### src/rtl/bin_to_bcd_serial_pkg.sv
// Shared definitions for the binary-to-BCD display path: FSM state encoding,
// BCD digit constants and the display-range helper.
package bin_to_bcd_serial_pkg;

  typedef enum logic [1:0] {
    IDLE  = 2'd0,
    SHIFT = 2'd1,
    DONE  = 2'd2
  } state_t;

  localparam int BCD_DIGIT_W = 4;
  localparam logic [BCD_DIGIT_W-1:0] ADJ_THRESH = 4'd5;
  localparam logic [BCD_DIGIT_W-1:0] ADJ_ADD    = 4'd3;

  // Largest value representable in the given number of decimal digits.
  function automatic int max_val(input int digits);
    int r;
    r = 1;
    for (int i = 0; i < digits; i++) begin
      r = r * 10;
    end
    return r - 1;
  endfunction

endpackage

### src/rtl/bcd_digit_adjust.sv
// One BCD digit of the shift-and-add-3 step: digits of 5 or more get +3 so
// the following left shift carries correctly into the next decade.
module bcd_digit_adjust
  import bin_to_bcd_serial_pkg::*;
(
  input  logic [BCD_DIGIT_W-1:0] din,
  output logic [BCD_DIGIT_W-1:0] dout
);

  always_comb begin
    dout = din;
    if (din >= ADJ_THRESH) begin
      dout = din + ADJ_ADD;
    end
  end

endmodule

### src/rtl/bin_to_bcd_serial.sv
// Serial binary-to-BCD converter (one bit per clock) with start/done handshake;
// inputs above the display range saturate to all nines and flag ovf.
//
// state | meaning
// IDLE  | waiting for start; operand and overflow captured on acceptance
// SHIFT | BIN_W adjust-and-shift steps through the working register
// DONE  | result and overflow flag copied to the outputs, done pulse follows
module bin_to_bcd_serial
  import bin_to_bcd_serial_pkg::*;
#(
  parameter int BIN_W  = 7,
  parameter int DIGITS = 2
) (
  input  logic                          clk,
  input  logic                          rst,
  input  logic                          start,
  input  logic [BIN_W-1:0]              bin,
  output logic                          busy,
  output logic                          done,
  output logic [BCD_DIGIT_W*DIGITS-1:0] bcd,
  output logic                          ovf
);

  localparam int BCD_W   = BCD_DIGIT_W * DIGITS;
  localparam int WORK_W  = BCD_W + BIN_W;
  localparam int CNT_W   = $clog2(BIN_W + 1);
  localparam int MAX_VAL = max_val(DIGITS);
  // When the display range covers every input code, saturation can never occur.
  localparam bit CAN_OVF = (MAX_VAL < (1 << BIN_W));
  localparam logic [BIN_W-1:0] MAX_OPND = BIN_W'(MAX_VAL);

  state_t              state, state_nxt;
  logic [CNT_W-1:0]    cnt;
  logic [WORK_W-1:0]   work;
  logic [WORK_W-1:0]   work_adj;
  logic                ovf_pend;
  logic [31:0]         bin_ext;
  logic                over;
  logic [BIN_W-1:0]    operand;

  assign bin_ext = 32'(bin);
  assign over    = CAN_OVF && (bin_ext > 32'(MAX_VAL));
  assign operand = over ? MAX_OPND : bin;

  assign work_adj[BIN_W-1:0] = work[BIN_W-1:0];

  for (genvar d = 0; d < DIGITS; d++) begin : g_adj
    bcd_digit_adjust u_adj (
      .din  (work[BIN_W + d*BCD_DIGIT_W +: BCD_DIGIT_W]),
      .dout (work_adj[BIN_W + d*BCD_DIGIT_W +: BCD_DIGIT_W])
    );
  end

  always_ff @(posedge clk) begin
    if (rst) begin
      state <= IDLE;
    end else begin
      state <= state_nxt;
    end
  end

  always_comb begin
    state_nxt = state;
    case (state)
      IDLE:    if (start) state_nxt = SHIFT;
      SHIFT:   if (cnt == CNT_W'(1)) state_nxt = DONE;
      DONE:    state_nxt = IDLE;
      default: state_nxt = IDLE;
    endcase
  end

  always_ff @(posedge clk) begin
    if (rst) begin
      cnt      <= '0;
      work     <= '0;
      ovf_pend <= 1'b0;
      bcd      <= '0;
      ovf      <= 1'b0;
      done     <= 1'b0;
      busy     <= 1'b0;
    end else begin
      // Registered status lags the state by one edge, so busy also covers the done cycle.
      done <= (state == DONE);
      busy <= (state != IDLE);
      case (state)
        IDLE: begin
          if (start) begin
            work     <= {{BCD_W{1'b0}}, operand};
            cnt      <= CNT_W'(BIN_W);
            ovf_pend <= over;
          end
        end
        SHIFT: begin
          work <= {work_adj[WORK_W-2:0], 1'b0};
          cnt  <= cnt - CNT_W'(1);
        end
        DONE: begin
          bcd <= work[WORK_W-1:BIN_W];
          ovf <= ovf_pend;
        end
        default: ;
      endcase
    end
  end

endmodule
### config.mk
export PLATFORM = sky130hd
export DESIGN_NAME = bin_to_bcd_serial
export DESIGN_NICKNAME = d
export VERILOG_FILES = /design/src/rtl/bin_to_bcd_serial_pkg.sv /design/src/rtl/bcd_digit_adjust.sv /design/src/rtl/bin_to_bcd_serial.sv
export SDC_FILE = /design/constraint.sdc
export NUM_CORES = 1
export LEC_CHECK = 0
export CORE_ASPECT_RATIO = 0.6
export CORE_UTILIZATION = 56
export DETAILED_ROUTE_END_ITERATION = 16
export PLACE_DENSITY_LB_ADDON = 0.05
export SYNTH_ARGS = -nofsm -noshare
export SYNTH_HDL_FRONTEND = slang
export SYNTH_SLANG_ARGS = --single-unit
export TNS_END_PERCENT = 1
### constraint.sdc
create_clock -name clk -period 2.85 [get_ports clk]
set_input_delay 0.7125 -clock clk [delete_from_list [all_inputs] [get_ports clk]]
set_output_delay 0.7125 -clock clk [all_outputs]
set_load 0.05 [all_outputs]
**Word-level counts from Yosys, hierarchy flattened**

Cells that the tools add are included.

- Bits in registers: 32
- Input port bits: 10
- Output and inout port bits: 11
- Word-level logic and storage cells: 35

- Add/subtract/negate cells: 3
- Magnitude comparators: 3
- Eq/ne operators: 5
- Muxes and demuxes: 10
- Reduce and logical (&&, ||, !) cells: 6

Operators by type and width:

| operator | count |
|---|---|
| $pmux 15 s2 | 1 |
| $mux 15 | 1 |
| $ge 4x3->1 const B | 2 |
| $gt 7x7->1 const B | 1 |
| $mux 7 | 1 |
| $mux 3 | 2 |
| $pmux 3 s2 | 1 |
| $reduce_and 2->1 | 3 |
| $add 4x2->4 const B | 1 |
| $mux 2 | 2 |
| $mux 4 | 1 |
| $ne 2x2->1 const B | 2 |
| $pmux 2 s2 | 1 |
| $reduce_bool 2->1 | 2 |
| $add 3x2->3 const B | 1 |
| $eq 3x1->1 const B | 1 |
| $sub 3x1->3 const B | 1 |
| $eq 2x1->1 const B | 1 |
| $eq 2x2->1 const B | 1 |
| $logic_not 2->1 | 1 |

**Longest topological paths before layout**

- Depth in word-level cells: 4
- Mapped depth: 6
- Mapped depth without buffers: 6

**Modules after synthesis**

Synthesis repeated with hierarchy kept, for this count alone.

- Cells, all modules: 169
- Area total of the unflattened synthesis: 1456.4 um2

Modules (own cells, without submodules):

| module | instances | cells each | area each (um2) | sequential area each (um2) |
|---|---|---|---|---|
| bin_to_bcd_serial | 1 | 137 | 1253.7 | 640.6 |
| bcd_digit_adjust | 2 | 16 | 101.3 | 0.0 |

**Worst setup path after synthesis**

No wires, ideal clock.

- Path kind: input-to-reg
- Start point: in start
- End point: reg work[0]
- Setup time: 0.131 ns
- Arrival time: 1.406 ns
- Data required time: 2.719 ns
- Setup slack: 1.313 ns
- Stages on the path: 4
- Buffers on the path: 1
- Path through: or3b_1 > buf_2 > nor3_1 > nor3_1

- Longest elaborated chain between the ends: 2

Ends and longest elaborated chain:

| element | RTL line | text |
|---|---|---|
| from (decl) | bin_to_bcd_serial.sv:16 | `input logic start,` |
| $ne 2x2->1 (no source line) | -- |  |
| $reduce_and 2->1 (no source line) | -- |  |
| to (signal assigned) | bin_to_bcd_serial.sv:88 | `work <= {{BCD_W{1'b0}}, operand};` |
| to (signal assigned) | bin_to_bcd_serial.sv:94 | `work <= {work_adj[WORK_W-2:0], 1'b0};` |
| to (decl) | bin_to_bcd_serial.sv:34 | `logic [WORK_W-1:0] work;` |

Every way passes these cells.
A chain may end at the register's enable or synchronous reset.

**Worst setup path after layout**

- Start point: reg bcd[7]
- End point: out bcd[7]

RTL lines:

| element | RTL line | text |
|---|---|---|
| from (decl) | bin_to_bcd_serial.sv:20 | `output logic [BCD_DIGIT_W*DIGITS-1:0] bcd,` |
| from (signal assigned) | bin_to_bcd_serial.sv:98 | `bcd <= work[WORK_W-1:BIN_W];` |

No word-level cell between the ends.

==> flow_metrics.tcl <==
set metrics [dict create \
    path_clk_slew_ps 60 \
    htreeDepth 2 \
    cts.repair.resized 0 \
    grt_max_degree 27 \
    fill_cells 151 \
    die_w_um 65.74 \
    syn_area_um2 1365 \
    crit_fanout 2 \
    cts_tree "done" \
    io_pins 21 \
    min_from "ovf" \
    rr_endpoint "work[3]" \
    synth_ff_type "dfxtp_1" \
    regArea_um2 640.6 \
    synthSimpleGateAreaFrac_pct 21.54 \
    avgViaCountPerCell 5.567 \
    floorplan.initialDensity_pct 61.26 \
    clock-skew-final_ps 8.566 \
    ys_seq_elements 32 \
    drive_gt1_share_pct 7.222 \
    drt-met1-wl_mm 1.485 \
    critPathSlowestCell "clkdlybuf4s50_1" \
    start_kind "register" \
    leakage_nw 0.6246 \
    die_area_um2 2646 \
    cap_viol_max_count 0 \
    fmax_ghz 0.4629 \
    layout_commonest_cell "dfxtp_1" \
    synth-async-reset-ratio_pct 0 \
    maxSlewViolCount 0 \
    p_int_uw 771.9 \
    hold_viol 0 \
    synth_xor_area_share_pct 2.566 \
    p_per_area_nw_per_um2 603.9 \
    met3_length_um 161 \
    yosysSeqAreaShare_pct 46.93 \
    grt.total_usage_pct 24.98 \
    wl_met2_mm 1.206 \
    fin_crit_ps 2160 \
    synthMuxAreaShare_pct 1.467 \
    synth-edff-count 0 \
    maxUsedRoutingLayer "met4" \
    mappedNetlistNets 175 \
    hp-class "reg -> reg" \
    irDropWorstVdd_uv 422.3 \
    dpl.hpwl_mm 1.966 \
    setup.worst_path.end_class "primary output" \
    max_stage_delay_ps 810 \
    hold_end "ovf" \
    finalSetupViolCount 0 \
    clock_latency_ps 290 \
    final_cell_mix "dfxtp_1, nand2_1, clkdlybuf4s50_1" \
    critPathKind "reg -> out" \
    p_switching_uw 245.2 \
    synth_cell_types 28 \
    drt-wirelength-per-cell_um 13.78 \
    rsz0062_at_grt "no" \
    routabilityCongestion 0.8285 \
    fin_nets 195 \
    dr.pass1.iters 4 \
    yosys.area_share.adder_pct 5.500 \
    seq_power_share_pct 47.4 \
    area_growth_syn_to_layout_pct 23.37 \
    setup_tns_ps 0 \
    arrival_ps 1450 \
    r2r_cells 4 \
    cts_made_buffers 5 \
    critPathRequiredTime_ps 2140 \
    detail-route-antenna-nets 0 \
    max_slew.worst_pin.slew_ps 595.4 \
    grt_pass1_vias 958 \
    port_buffers 20 \
    fin_crit_sh_pct 75.80 \
    floorplan.core_area_um2 2228 \
    cts_hold_buf 0 \
    whs_path_depth 2 \
    outcome "finished, final reports clean" \
    vias 1169 \
    grt_pass1_wl_mm 4.595 \
    route.detailed.drc 0 \
    cts_setup_buffers 0 \
    r2r-start "state[0]" \
    grt_overflow_total 0 \
    final_util_pct 75.58 \
    multiInputGateArea_um2 660.6 \
    r2r_setup_slack_ps 1350 \
    crit_buf_inv 1 \
    dr.first_iter.drc_count 110 \
    critPathTopFamily "buffers and inverters" \
    cts.sinks 32 \
    syn_area_per_cell_um2 8.585 \
    antenna_found_initial 0 \
    yosys_warnings 0 \
    relSlewSlack_pct 60.22 \
    path_cells "clkdlybuf4s50_1" \
    combinationalPowerShare_pct 10.6 \
    netlist_instances 159 \
    clockBufferDepth 2 \
    synth_top_family_by_area "simple AND/OR/NAND/NOR gates" \
    rows 13 \
    antennaDiodeCount 0 \
    routed_wl_mm 2.894 \
    pwr-share-clk_pct 41.9 \
    sw_frac_of_total_pct 24.11 \
    synth_compound_area_share_pct 17.32 \
    cts-root-buf "clkbuf_8" \
    fp.dieH_um 40.25 \
]
layer usage:
| layer | track usage (%) | up-vias |
|---|---|---|
| li1 | - | 587 |
| met1 | 34.19 | 545 |
| met4 | 14.13 | 0 |
| met5 | 0 | - |
| met2 | 34.95 | 30 |
| met3 | 7.670 | 7 |
cell usage after synthesis, types with 3 or more instances:
| master | n | share of area (%) |
|---|---|---|
| clkbuf_1 | 4 | 1.1 |
| nand2b_1 | 5 | 2.3 |
| buf_2 | 3 | 1.1 |
| nor3_1 | 9 | 3.3 |
| a21oi_1 | 19 | 7.0 |
| nor2_1 | 12 | 3.3 |
| a22o_1 | 5 | 3.2 |
| nand3_1 | 4 | 1.5 |
| a311oi_1 | 3 | 1.9 |
| inv_1 | 6 | 1.6 |
| ha_1 | 6 | 5.5 |
| dfxtp_1 | 32 | 47 |
| o21ai_0 | 4 | 1.5 |
| nand2_1 | 28 | 7.7 |
cell type report:
type,instances,share of cell area [%]
repair buffers,22,12.78
clock inverters,2,2.080
clock buffers,6,4.309
flip-flops and latches,32,38.04
well taps,30,2.229
multi-input cells,112,39.23
inverters,6,1.337
state kept, by name, summed over array words and instances (netlist names):
register  flops
done          1
busy          1
cnt           3
ovf           1
state         2
work         15
bcd           8
ovf_pend      1
logic make-up (layout without fill, tap and decap cells):
family	count (synthesis)	in the layout
XOR/XNOR	4	4
adder cells (fa/ha/maj)	6	6
AO/OA/AOI/OAI	37	37
AND/OR/NAND/NOR	63	63
multiplexers	2	2
flip-flops	32	32
buffers and inverters	15	36
worst reg2reg max path, delay by kind of cell, from the launching register on:
kind | cells | cell delay (ps)
AND/OR/NAND/NOR | 3 | 600
flip-flops | 1 | 440
AO/OA/AOI/OAI | 1 | 350
power by group through the flow:
stage                     Clock [mW]  Combinational [mW]  Sequential [mW]
after floorplan                    0              0.0736            0.492
after global placement             0               0.105            0.491
after detailed placement           0               0.107            0.491
after CTS                      0.428               0.108            0.482
after global routing           0.449               0.124            0.485
final                          0.426               0.108            0.482
stage by stage:
step                instances  hold slack (ps)  cell area (µm²)  total power, mW  setup WS (ps)
detailed placement        202            448.5             1577           0.5980          711.4
global route              210            472.9             1684            1.058          652.0
CTS                       210            457.6             1684            1.018          680.4
finish                    210            455.7             1684            1.017          689.6
floorplan                 159            432.2             1365           0.5660           1313
global placement          202            445.1             1577           0.5957          747.2
how the worst max path moves through the flow:
stage | cells past startpoint | from | slack [ps] | endpoint
2_1_floorplan | 4 | start | 1310 | work[0]
3_3_place_gp | 5 | start | 750 | work[12]
3_5_place_dp | 5 | start | 710 | work[3]
4_1_cts | 1 | bcd[7] | 680 | bcd[7]
5_1_grt | 1 | bcd[2] | 650 | bcd[2]
6_report | 1 | bcd[7] | 690 | bcd[7]
Power figures use the tool's default switching activity.
